## src/rtl/xbus_cycle_ctl_pkg.sv

```systemverilog
// xbus_cycle_ctl_pkg: shared state encodings and defaults for the bus cycle controller
package xbus_cycle_ctl_pkg;
   localparam logic [1:0] ST_IDLE  = 2'd0;
   localparam logic [1:0] ST_START = 2'd1;
   localparam logic [1:0] ST_WAIT  = 2'd2;
   localparam logic [1:0] ST_FIN   = 2'd3;
   localparam int TIMEOUT_DEF = 200;
endpackage

```

## src/rtl/xbus_cycle_ctl_sync_chain.sv

```systemverilog
// xbus_cycle_ctl_sync_chain: multi-flop synchroniser for one asynchronous level
module xbus_cycle_ctl_sync_chain #(
   parameter int STAGES = 2
) (
   input  logic clk,
   input  logic reset_n,
   input  logic d,
   output logic q
);
   logic [STAGES-1:0] sr_q;
   // shift the async level through the chain; last stage is the clean copy
   always_ff @(posedge clk) begin
      if (!reset_n) sr_q <= '0;
      else sr_q <= {sr_q[STAGES-2:0], d};
   end
   assign q = sr_q[STAGES-1];
endmodule

```

## src/rtl/xbus_cycle_ctl.sv

```systemverilog
// xbus_cycle_ctl: runs one bus cycle per synchronised request edge, ending in done or NXM timeout
module xbus_cycle_ctl
   import xbus_cycle_ctl_pkg::*;
#(
   parameter int SYNC_STAGES = 2,
   parameter int TW          = 8,
   parameter int TIMEOUT     = TIMEOUT_DEF
) (
   input  logic clk,
   input  logic reset_n,
   input  logic req_async,
   input  logic wr_in,
   input  logic ack_async,
   input  logic nxm_clr,
   output logic busy,
   output logic start,
   output logic wr,
   output logic done,
   output logic nxm,
   output logic nxm_flag
);
   logic req_s, ack_s, req_d_q, req_rise, term;
   logic [SYNC_STAGES:0] arm_q;
   logic [1:0] state_q, state_d;
   logic [TW-1:0] cnt_q, cnt_d;
   logic ok_q, ok_d;
   logic busy_q, start_q, wr_q, done_q, nxm_q, flag_q;

   xbus_cycle_ctl_sync_chain #(.STAGES(SYNC_STAGES)) u_req_sync (
      .clk(clk), .reset_n(reset_n), .d(req_async), .q(req_s)
   );
   xbus_cycle_ctl_sync_chain #(.STAGES(SYNC_STAGES)) u_ack_sync (
      .clk(clk), .reset_n(reset_n), .d(ack_async), .q(ack_s)
   );

   // arm_q masks the artificial 0->1 seen while the chain refills after reset,
   // so a request level present during reset is not mistaken for an edge
   assign req_rise = req_s & ~req_d_q & arm_q[SYNC_STAGES];
   assign term     = cnt_q == TW'(TIMEOUT - 1);

   // next-state, counter and outcome selection; ack has priority over terminal count
   always_comb begin
      state_d = state_q;
      cnt_d   = cnt_q;
      ok_d    = ok_q;
      case (state_q)
         ST_IDLE:  state_d = req_rise ? ST_START : ST_IDLE;
         ST_START: begin
            state_d = ST_WAIT;
            cnt_d   = '0;
         end
         ST_WAIT: begin
            cnt_d   = cnt_q + 1'b1;
            state_d = (ack_s || term) ? ST_FIN : ST_WAIT;
            ok_d    = (ack_s || term) ? ack_s : ok_q;
         end
         default:  state_d = ST_IDLE;
      endcase
   end

   // state, edge history and registered outputs decoded from the next state
   always_ff @(posedge clk) begin
      if (!reset_n) begin
         state_q <= ST_IDLE;
         cnt_q   <= '0;
         ok_q    <= 1'b0;
         req_d_q <= 1'b0;
         arm_q   <= '0;
         busy_q  <= 1'b0;
         start_q <= 1'b0;
         wr_q    <= 1'b0;
         done_q  <= 1'b0;
         nxm_q   <= 1'b0;
         flag_q  <= 1'b0;
      end else begin
         state_q <= state_d;
         cnt_q   <= cnt_d;
         ok_q    <= ok_d;
         req_d_q <= req_s;
         arm_q   <= {arm_q[SYNC_STAGES-1:0], 1'b1};
         busy_q  <= state_d == ST_START || state_d == ST_WAIT;
         start_q <= state_d == ST_START;
         wr_q    <= state_q == ST_START ? wr_in : wr_q;
         done_q  <= state_d == ST_FIN && ok_d;
         nxm_q   <= state_d == ST_FIN && !ok_d;
         flag_q  <= (state_q == ST_FIN && !ok_q) ? 1'b1 : nxm_clr ? 1'b0 : flag_q;
      end
   end

   assign busy     = busy_q;
   assign start    = start_q;
   assign wr       = wr_q;
   assign done     = done_q;
   assign nxm      = nxm_q;
   assign nxm_flag = flag_q;
endmodule
```

## config.mk

```make
export PLATFORM = sky130hd
export DESIGN_NAME = xbus_cycle_ctl
export DESIGN_NICKNAME = d
export VERILOG_FILES = /design/src/rtl/xbus_cycle_ctl_pkg.sv /design/src/rtl/xbus_cycle_ctl_sync_chain.sv /design/src/rtl/xbus_cycle_ctl.sv
export SDC_FILE = /design/constraint.sdc
export NUM_CORES = 1
export LEC_CHECK = 0
export BUFFER_PORTS_ARGS = -buffer_cell sky130_fd_sc_hd__buf_4
export CAP_MARGIN = 20
export CORE_UTILIZATION = 54
export DETAILED_ROUTE_END_ITERATION = 6
export PLACE_DENSITY = 0.74
export SYNTH_ARGS = -nofsm -noshare
export SYNTH_HDL_FRONTEND = slang
export SYNTH_SLANG_ARGS = --single-unit
```

## constraint.sdc

```tcl
create_clock -name clk -period 2.1 [get_ports clk]
set_input_delay 0.21 -clock clk [delete_from_list [all_inputs] [get_ports clk]]
set_output_delay 0.21 -clock clk [all_outputs]
set_load 0.02 [all_outputs]
```

==> results of run 1 <==
==> power groups by stage <==
stage / registers (µW) / clock network (µW) / logic [µW]
global route: 486 / 237 / 29.9
global placement: 495 / 0 / 26.3
finish: 485 / 202 / 26.9
detailed placement: 495 / 0 / 27.0
CTS: 485 / 213 / 27.1
floorplan: 495 / 0 / 13.0
==> stage by stage <==
step           instances  worst slack [ns]  utilization [%]  cell area (µm²)
2_1_floorplan        105             0.648                -             1020
3_3_place_gp         140             0.423             64.7             1130
3_5_place_dp         140             0.305             64.7             1130
4_1_cts              144             0.280             66.2             1160
5_1_grt              144             0.121             66.2             1160
6_report             144             0.266             66.2             1160
==> cells by family (layout without fill, tap and decap cells) <==
logic type                 count (synthesis)  after routing
DFF                                       25             25
AOI/OAI and AO/OA                         18             18
xor gates and xnor gates                   3              3
buffers and inverters                      7             21
and+or+nand+nor                           46             46
muxes                                      1              1
adders and majority gates                  5              5
==> area by class of cell <==
class                      instances  share of cell area (%)
clock buffer                       3                    1.95
clock inverter                     1                   0.433
inverter                           5                    1.62
multi-input combinational         73                    42.2
sequential                        25                    43.3
tap                               25                    2.71
timing repair buffer              12                    7.79
==> worst max path at each step <==
stage	start	to	slack, ns	cells past startpoint
after floorplan	state_q[0]	busy	0.65	6
after global placement	state_q[0]	cnt_q[5]	0.42	5
after detailed placement	state_q[0]	cnt_q[5]	0.31	5
after CTS	state_q[0]	cnt_q[5]	0.28	5
after global routing	state_q[0]	cnt_q[7]	0.12	5
final	state_q[0]	cnt_q[5]	0.27	5
==> worst register-to-register path, delay by kind of cell, from the launching register on <==
kind                       cells  cell delay [ns]
and+or+nand+nor                2             0.66
AOI/OAI and AO/OA              1             0.14
buffers and inverters          1             0.08
DFF                            1             0.39
adders and majority gates      1             0.50
==> metal layers <==
metal	vias to the layer above	GRT usage, %
met2	10	30.4
li1	402	-
met5	-	0
met1	378	26.4
met3	2	2.38
met4	0	12.1
==> flip-flops by register name, indices dropped and copies added (netlist names) <==
signal,cells
start,1
arm_q,3
req_d_q,1
ok_q,1
nxm_flag,1
busy,1
state_q,2
u_req_sync.sr_q,2
done,1
nxm,1
cnt_q,8
wr,1
u_ack_sync.sr_q,2
==> synthesized netlist by cell type (all sizes together) <==
| master | instances | area (µm²) |
|---|---|---|
| xor2 | 3 | 26.3 |
| and3b | 1 | 8.76 |
| nor2b | 1 | 6.26 |
| inv | 5 | 18.8 |
| a21boi | 3 | 22.5 |
| and3 | 2 | 12.5 |
| nand4b | 1 | 8.76 |
| buf | 1 | 5.00 |
| nand3 | 6 | 30.0 |
| or4b | 1 | 13.8 |
| a21oi | 3 | 15.0 |
| a31oi | 1 | 6.26 |
| o22ai | 2 | 12.5 |
| nand4 | 4 | 25.0 |
| and2 | 9 | 56.3 |
| ha | 5 | 62.6 |
| nor3b | 1 | 7.51 |
| and4b | 1 | 10.0 |
| nor4b | 1 | 8.76 |
| o211ai | 1 | 7.51 |
| and4 | 1 | 8.76 |
| a311oi | 1 | 8.76 |
| a221oi | 1 | 8.76 |
| mux2i | 1 | 10.0 |
| nor4bb | 1 | 10.0 |
| nand3b | 1 | 7.51 |
| nand2 | 8 | 30.0 |
| nor2 | 4 | 15.0 |
| clkbuf | 1 | 3.75 |
| o21ai | 6 | 30.0 |
| dfxtp | 25 | 500 |
| or3 | 3 | 18.8 |
==> flow_summary.ini, run 1 <==
[run_status]
status = completed

[floorplan]
start_util_pct = 58.2
die-area_um2 = 2060
top_level_ports = 12
die_h_um = 45.4
fp-row-count = 15
design.core.area_um2 = 1750
die_w_um = 45.4

[clock_network]
h-tree-depth = 1
cts_root_buf = clkbuf_4
cts_tree = yes
cts-hold-fix-buffers = 0
clockBufferDepth = 2
clkSinkCount = 25
clock_latency_ns = 0.31
clk_pin_slew_ns = 0.13
cts_setup_buffers = 0
cts_resized = 0
cts_made_buffers = 3

[setup_path]
required_ns = 2.35
cpMaxStageDelayCell = ha_1
path_class = flip-flop to flip-flop
critPathCaptureType = flip-flop
start_kind = flip-flop
cp_num_buf_inv = 1
path_delay_family = simple AND/OR/NAND/NOR gates
rr_worst_depth = 5
r2r_start = state_q[0]
cp_data_arrival_time_ns = 2.08
r2r-end = cnt_q[5]
crit_fanout = 13
path_cells = inv_1 > ha_1 > nand4_1 > or3_1 > a21oi_1
slowest_delay_ns = 0.50
rrSetupSlack_ns = 0.27

[yosys]
synth_cells = 105
synth_fa_ha_area_share_pct = 6.16
syn_area_um2 = 1020
yosys.area_share.simple_pct = 27.3
synth_fp_nets = 116
ys_warn_count = 0
synth-xor-area-share_pct = 2.59
synth_top_family_by_area = simple AND/OR/NAND/NOR gates
seq_area_frac_synth_pct = 49.3
synthMuxAreaShare_pct = 0.985
synth_seq_cells = 25
ys_types = 32
synth_compound_area_share_pct = 11.0
avgSynthCellArea_um2 = 9.68

[power]
combPwrFrac_pct = 3.8
power_density_nw_per_um2 = 617
cell_internal_pwr_uw = 567
ir_worst_vdd_mv = 0.479
clock_power_share_pct = 28.3
p_sw_share_pct = 20.5
p_leak_uw = 0.000442
power_switching_uw = 146
p_seq_share_pct = 67.9
power.total_uw = 714

[grt]
grt_max_degree = 21
grt_pass1_wl_mm = 2.99
grt_use_total_pct = 19.8
antenna_found_initial = 0
grt_overflow_total = 0
grt_pass1_vias = 749

[drt]
drt_iter0_drc = 20
firstDrtPassIters = 6
ant_nets = 0
drc = 0
wl_per_cell_um = 11.9
met3RoutedLength_um = 36
top_layer = met4
wl_met1_um = 828
routed_wl_mm = 1.71
via_per_inst = 5.50
route.met2.wl_um = 829
vias = 792

[placement]
hpwlAfterDp_mm = 1.26
place_congestion = 0.802
io_buffers = 11

[timing]
setup_viol = 0
period_needed_ns = 1.83
fmaxAchievable_mhz = 545
whs_ns = 0.101
tightestPinTransition_ns = 0.388
rsz0062_at_grt = false
clock-skew-final_ns = 0.00278
slew-limit-headroom_pct = 73.8
drv_slew = 0
finalHoldViolCount = 0
finalCritPeriodShare_pct = 87.3
fin_tns_setup_ns = 0

[flow_run]
max_cap_viol_count = 0

[final_layout]
final_common_cell = dfxtp_1
regArea_um2 = 500
diodes = 0
multiInputGateArea_um2 = 488
area_delta_synth_final_pct = 13.8
nFillCells = 160
drive_gt1_share_pct = 14.3
final_cell_mix = 25 x dfxtp_1, 12 x buf_4, 9 x and2_1
nets = 131

[hold_path]
min-delay-start = req_async
hold-path-endpoint = u_req_sync.sr_q[0]
hold-path-cell-count = 2
min_path_type = input pin to flip-flop
(Power assumes the default switching activity.)
==> run 2, diff against run 1 <==
Settings changed: CORE_UTILIZATION 54 to 45, PLACE_DENSITY 0.74 to 0.63.
==> run 2 against run 1 <==
Against the previous run: core utilization decreased by 9.6 points; combinational power is essentially flat; first-iteration DRC count down 25%; non-clock buffer count unchanged; final cell count rose by 1.4%; count of clock-buffer cells in the layout up 1; power about the same; hold slack hardly changed; sequential power about the same; via count up 0.13%; clock skew is 0.00095 ns higher; design area up 0.11%; largest cell class unchanged; largest power group unchanged.
==> flow_summary.ini, run 2 (synthesis results as in run 1) <==
[final_layout]
final_common_cell = dfxtp_1
area_delta_synth_final_pct = 13.9
final_core_util_pct = 56.7
top_regs = cnt_q x8, arm_q x3
nets = 131
largest_register_ffs = 8
final_cell_mix = 25 x dfxtp_1, 12 x buf_4, 9 x and2_1
postLayoutCellArea_um2 = 1160
nFillCells = 192
regMostFlops = cnt_q
drive_gt1_share_pct = 13.4
diodes = 0

[floorplan]
die-area_um2 = 2450
top_level_ports = 12
die_h_um = 49.5
fp-row-count = 16
start_util_pct = 49.8
design.core.area_um2 = 2040
die_w_um = 49.5

[placement]
placedInstanceArea_um2 = 1130
place_congestion = 0.804
hpwlAfterDp_mm = 1.27
io_buffers = 11

[clock_network]
cts_resized = 0
clockBufferDepth = 2
cts-hold-fix-buffers = 0
clk_pin_slew_ns = 0.12
clock_latency_ns = 0.30
cts_made_buffers = 3
cts_setup_buffers = 0
h-tree-depth = 1
cts_root_buf = clkbuf_4
cts_tree = yes
clkSinkCount = 25

[power]
ir_worst_vdd_mv = 0.391
power_switching_uw = 144
p_seq_share_pct = 67.9
cell_internal_pwr_uw = 570
combPwrFrac_pct = 3.7
power_density_nw_per_um2 = 617
clock_power_share_pct = 28.4
p_sw_share_pct = 20.1
p_leak_uw = 0.000439

[drt]
drc = 0
via_per_inst = 5.43
ant_nets = 0
vias = 793
routed_wl_mm = 1.72
firstDrtPassIters = 4
drt_iter0_drc = 15
wl_per_cell_um = 11.8

[setup_path]
start_kind = flip-flop
path_class = flip-flop to flip-flop
rr_worst_depth = 5
required_ns = 2.35
crit_fanout = 13
critPathCaptureType = flip-flop
cp_data_arrival_time_ns = 2.08

[hold_path]
hold-path-cell-count = 2
min_path_type = input pin to flip-flop

[timing]
drv_slew = 0
fmaxAchievable_mhz = 546
period_needed_ns = 1.83
finalHoldViolCount = 0
setup_viol = 0
fin_tns_setup_ns = 0
clock-skew-final_ns = 0.00373
slew-limit-headroom_pct = 74.8
rsz0062_at_grt = false
finalCritPeriodShare_pct = 87.2
tightestPinTransition_ns = 0.373

[grt]
grt_max_degree = 21
grt_overflow_total = 0
grt_use_total_pct = 16.2
grt_pass1_wl_mm = 2.99
antenna_found_initial = 0
grt_pass1_vias = 707

[flow_run]
max_cap_viol_count = 0

[run_status]
status = completed
[run 2: path summary, 6_finish.rpt]
kind / start / endpoint / slack (ns)
worst min register to register: u_ack_sync.sr_q[0] / u_ack_sync.sr_q[1] / 0.45
worst max-delay path: state_q[0] / cnt_q[5] / 0.27
worst max register to register: state_q[0] / cnt_q[5] / 0.27
worst min-delay path: req_async / u_req_sync.sr_q[0] / 0.10
[run 2: area by class of cell]
cell class                      count  area, µm²  area share (%)
Sequential cell                    25        500            43.2
Clock buffer                        4       26.3            2.27
Inverter                            5       18.8            1.62
Timing Repair Buffer               12       90.1            7.78
Tap cell                           27       33.8            2.92
Multi-Input combinational cell     73        488            42.2
[run 2: layer usage]
layer / global-route usage (%) / part of all wire, %
met5: 0 / 0
met4: 9.52 / 2.1
met3: 3.70 / 3.6
met2: 25.1 / 45
met1: 20.6 / 50
[run 2: power groups by stage]
stage | Clock (µW) | Combinational (µW) | Sequential (µW)
final | 203 | 26.7 | 485
after global routing | 236 | 29.8 | 486
after detailed placement | 0 | 26.8 | 495
after floorplan | 0 | 13.0 | 495
after CTS | 214 | 26.8 | 485
after global placement | 0 | 26.7 | 495
[run 2: worst max-delay path, stage by stage, from the launching register on]
cell     delay [ns]
dfxtp_1        0.39
inv_1          0.08
ha_1           0.51
nand4_1        0.26
or3_1          0.40
a21oi_1        0.14
[run 2: metrics by stage]
| stage | setup WS, ns | power (µW) | hold WS [ns] | cells |
|---|---|---|---|---|
| 2_1_floorplan | 0.648 | 508 | 0.238 | 105 |
| 5_1_grt | 0.0876 | 752 | 0.0718 | 146 |
| 3_3_place_gp | 0.408 | 522 | 0.415 | 142 |
| 4_1_cts | 0.290 | 726 | 0.0912 | 146 |
| 3_5_place_dp | 0.316 | 522 | 0.420 | 142 |
| 6_report | 0.270 | 714 | 0.101 | 146 |
==> run 3, diff against run 2 <==
Settings changed: ABC_AREA set to 1.
==> run 3 against run 2 <==
Against the previous run: clock skew grew 0.0021 ns; combinational power increased by 6%; via count is 4.4% lower; register-to-register slack improved by 0.17 ns; count of clock-buffer cells in the layout down 1; non-clock buffer count shrank 1; critical path type unchanged; largest power group unchanged; highest routed layer unchanged.
==> flow_summary.ini, run 3 <==
[run_status]
status = completed

[clock_network]
cts_resized = 0
cts-hold-fix-buffers = 0
clockBufferDepth = 2
h-tree-depth = 1
cts_setup_buffers = 0
clock_latency_ns = 0.32
clk_pin_slew_ns = 0.13
cts_tree = yes
clkSinkCount = 25
cts_root_buf = clkbuf_4
cts_made_buffers = 3

[setup_path]
start_kind = flip-flop
slowest_delay_ns = 0.50
required_ns = 2.33
cp_data_arrival_time_ns = 1.89
rrSetupSlack_ns = 0.44
startpoint = state_q[1]
crit_fanout = 10
rr_worst_depth = 9
cpMaxStageDelayCell = ha_1
r2r-end = cnt_q[7]
path_class = flip-flop to flip-flop
critPathCaptureType = flip-flop
cp-endpoint = cnt_q[7]
r2r_start = state_q[1]
path_cells = inv_1 > ha_1 > nand2_4 > nor2_4 > nand3_2 > nor2_2 > nand3_1 > nand2_1 > nor2_1

[timing]
finalHoldViolCount = 0
rsz0062_at_grt = false
setup_viol = 0
fmaxAchievable_mhz = 603
tightestPinTransition_ns = 0.357
drv_slew = 0
slew-limit-headroom_pct = 76.2
period_needed_ns = 1.66
fin_tns_setup_ns = 0
finalCritPeriodShare_pct = 79.0
clock-skew-final_ns = 0.00585

[power]
cell_internal_pwr_uw = 567
p_sw_share_pct = 22.3
power_switching_uw = 162
combPwrFrac_pct = 3.9
clock_power_share_pct = 29.7
p_leak_uw = 0.000556
ir_worst_vdd_mv = 0.456
power_density_nw_per_um2 = 647
p_seq_share_pct = 66.4

[final_layout]
drive_gt1_share_pct = 15.1
nets = 151
top_regs = cnt_q x8, arm_q x3
area_delta_synth_final_pct = 13.0
final_core_util_pct = 55.8
largest_register_ffs = 8
diodes = 0
regMostFlops = cnt_q
nFillCells = 195
final_cell_mix = 29 x nand2_1, 26 x inv_1, 25 x dfxtp_1
final_common_cell = nand2_1

[drt]
via_per_inst = 4.57
wl_per_cell_um = 9.37
drc = 0
firstDrtPassIters = 4
routed_wl_mm = 1.56
drt_iter0_drc = 11
vias = 758
ant_nets = 0

[yosys]
yosysMostFrequentCell = nand2_1
synth_common_cells = 29 x nand2_1, 26 x inv_1, 25 x dfxtp_1, 10 x a21oi_1, 10 x nor2_1
synth_top_family_by_area = simple AND/OR/NAND/NOR gates
synth_fa_ha_area_share_pct = 6.27
synth.top_cell.area_share_pct = 50.2
synth_cells = 126
synth_compound_area_share_pct = 8.03
seq_area_frac_synth_pct = 50.2
synthFlopType = dfxtp_1
synth_top_area_cell = dfxtp_1
ys_warn_count = 0
synth-xor-area-share_pct = 0
synth_area_leaders = dfxtp_1 50%, nand2_1 11%, inv_1 9.8%
synthMuxAreaShare_pct = 0
synth_fp_nets = 137
synth_seq_cells = 25
ys_types = 18
async_flop_share_pct = 0
yosys.area_share.simple_pct = 24.1
synth-edff-count = 0
avgSynthCellArea_um2 = 7.91
syn_area_um2 = 997

[placement]
hpwlAfterDp_mm = 1.14
place_congestion = 0.782
io_buffers = 11

[floorplan]
top_level_ports = 12
start_util_pct = 49.3
die-area_um2 = 2410
design.core.area_um2 = 2020
die_w_um = 49.1
fp-row-count = 16
die_h_um = 49.1

[hold_path]
min-delay-start = req_async
min_path_type = input pin to flip-flop

[grt]
grt_pass1_wl_mm = 2.73
grt_max_degree = 16
grt_pass1_vias = 655
grt_use_total_pct = 15.2
grt_overflow_total = 0
antenna_found_initial = 0

[flow_run]
max_cap_viol_count = 0
## run 3: cell count changes after synthesis, moves of 3 or more
cell / previous run / this run
inv_1: 5 / 26
nand2_1: 8 / 29
and2_1: 9 / 0
a21oi_1: 3 / 10
nor2_1: 4 / 10
nand4_1: 4 / 0
nor3_1: 0 / 4
a21boi_0: 3 / 0
o21ai_0: 6 / 3
or3_1: 3 / 0
xor2_1: 3 / 0
## run 3: kinds of logic after synthesis
logic type | after synthesis
AND/OR/NAND/NOR | 53
buffers and inverters | 28
AO/OA/AOI/OAI | 15
flip-flops | 25
adder cells (fa/ha/maj) | 5
## run 3: worst min-delay path by stage
| stage | end | cells past startpoint |
|---|---|---|
| after global placement | u_ack_sync.sr_q[0] | 3 |
| after global routing | u_req_sync.sr_q[0] | 3 |
| after floorplan | arm_q[0] | 0 |
| final | u_req_sync.sr_q[0] | 3 |
| after CTS | u_req_sync.sr_q[0] | 3 |
| after detailed placement | u_req_sync.sr_q[0] | 3 |
## run 3: routing by layer
layer	wire, µm	GRT usage [%]	vias to the layer above
met5	0	0	-
met4	48	11.8	0
met3	65	3.12	5
met2	657	21.0	13
met1	784	20.5	325
li1	-	-	415
## run 3: power groups by stage
stage | clock, µW | sequential [µW] | combinational [µW]
floorplan | 0 | 495 | 16.4
global placement | 0 | 495 | 27.6
detailed placement | 0 | 495 | 28.9
CTS | 229 | 484 | 29.0
global route | 245 | 485 | 33.0
finish | 217 | 484 | 28.4
## run 3: final cells by class
type                       count  area, µm²  area share, %
clock buffer                   3       22.5           2.00
clock inverter                 1       7.51          0.666
inverter                      26       97.6           8.66
multi-input combinational     73        383           34.0
sequential                    25        500           44.4
tap                           27       33.8           3.00
timing repair buffer          11       82.6           7.33
## run 3: through the flow
| step | total power [µW] | cells | setup WS [ns] | area, µm² | hold slack (ns) |
|---|---|---|---|---|---|
| after floorplan | 511 | 126 | 0.695 | 997 | 0.238 |
| after global placement | 522 | 162 | 0.516 | 1100 | 0.390 |
| after detailed placement | 524 | 162 | 0.442 | 1100 | 0.396 |
| after CTS | 742 | 166 | 0.418 | 1130 | 0.0422 |
| after global routing | 763 | 166 | 0.295 | 1130 | 0.0519 |
| final | 729 | 166 | 0.442 | 1130 | 0.0547 |
## run 3: worst max-delay path, delay by kind of cell, from the launching register on
family                   cells  cell delay, ns
flip-flops                   1            0.39
AND/OR/NAND/NOR              7            0.61
adder cells (fa/ha/maj)      1            0.50
buffers and inverters        1            0.07
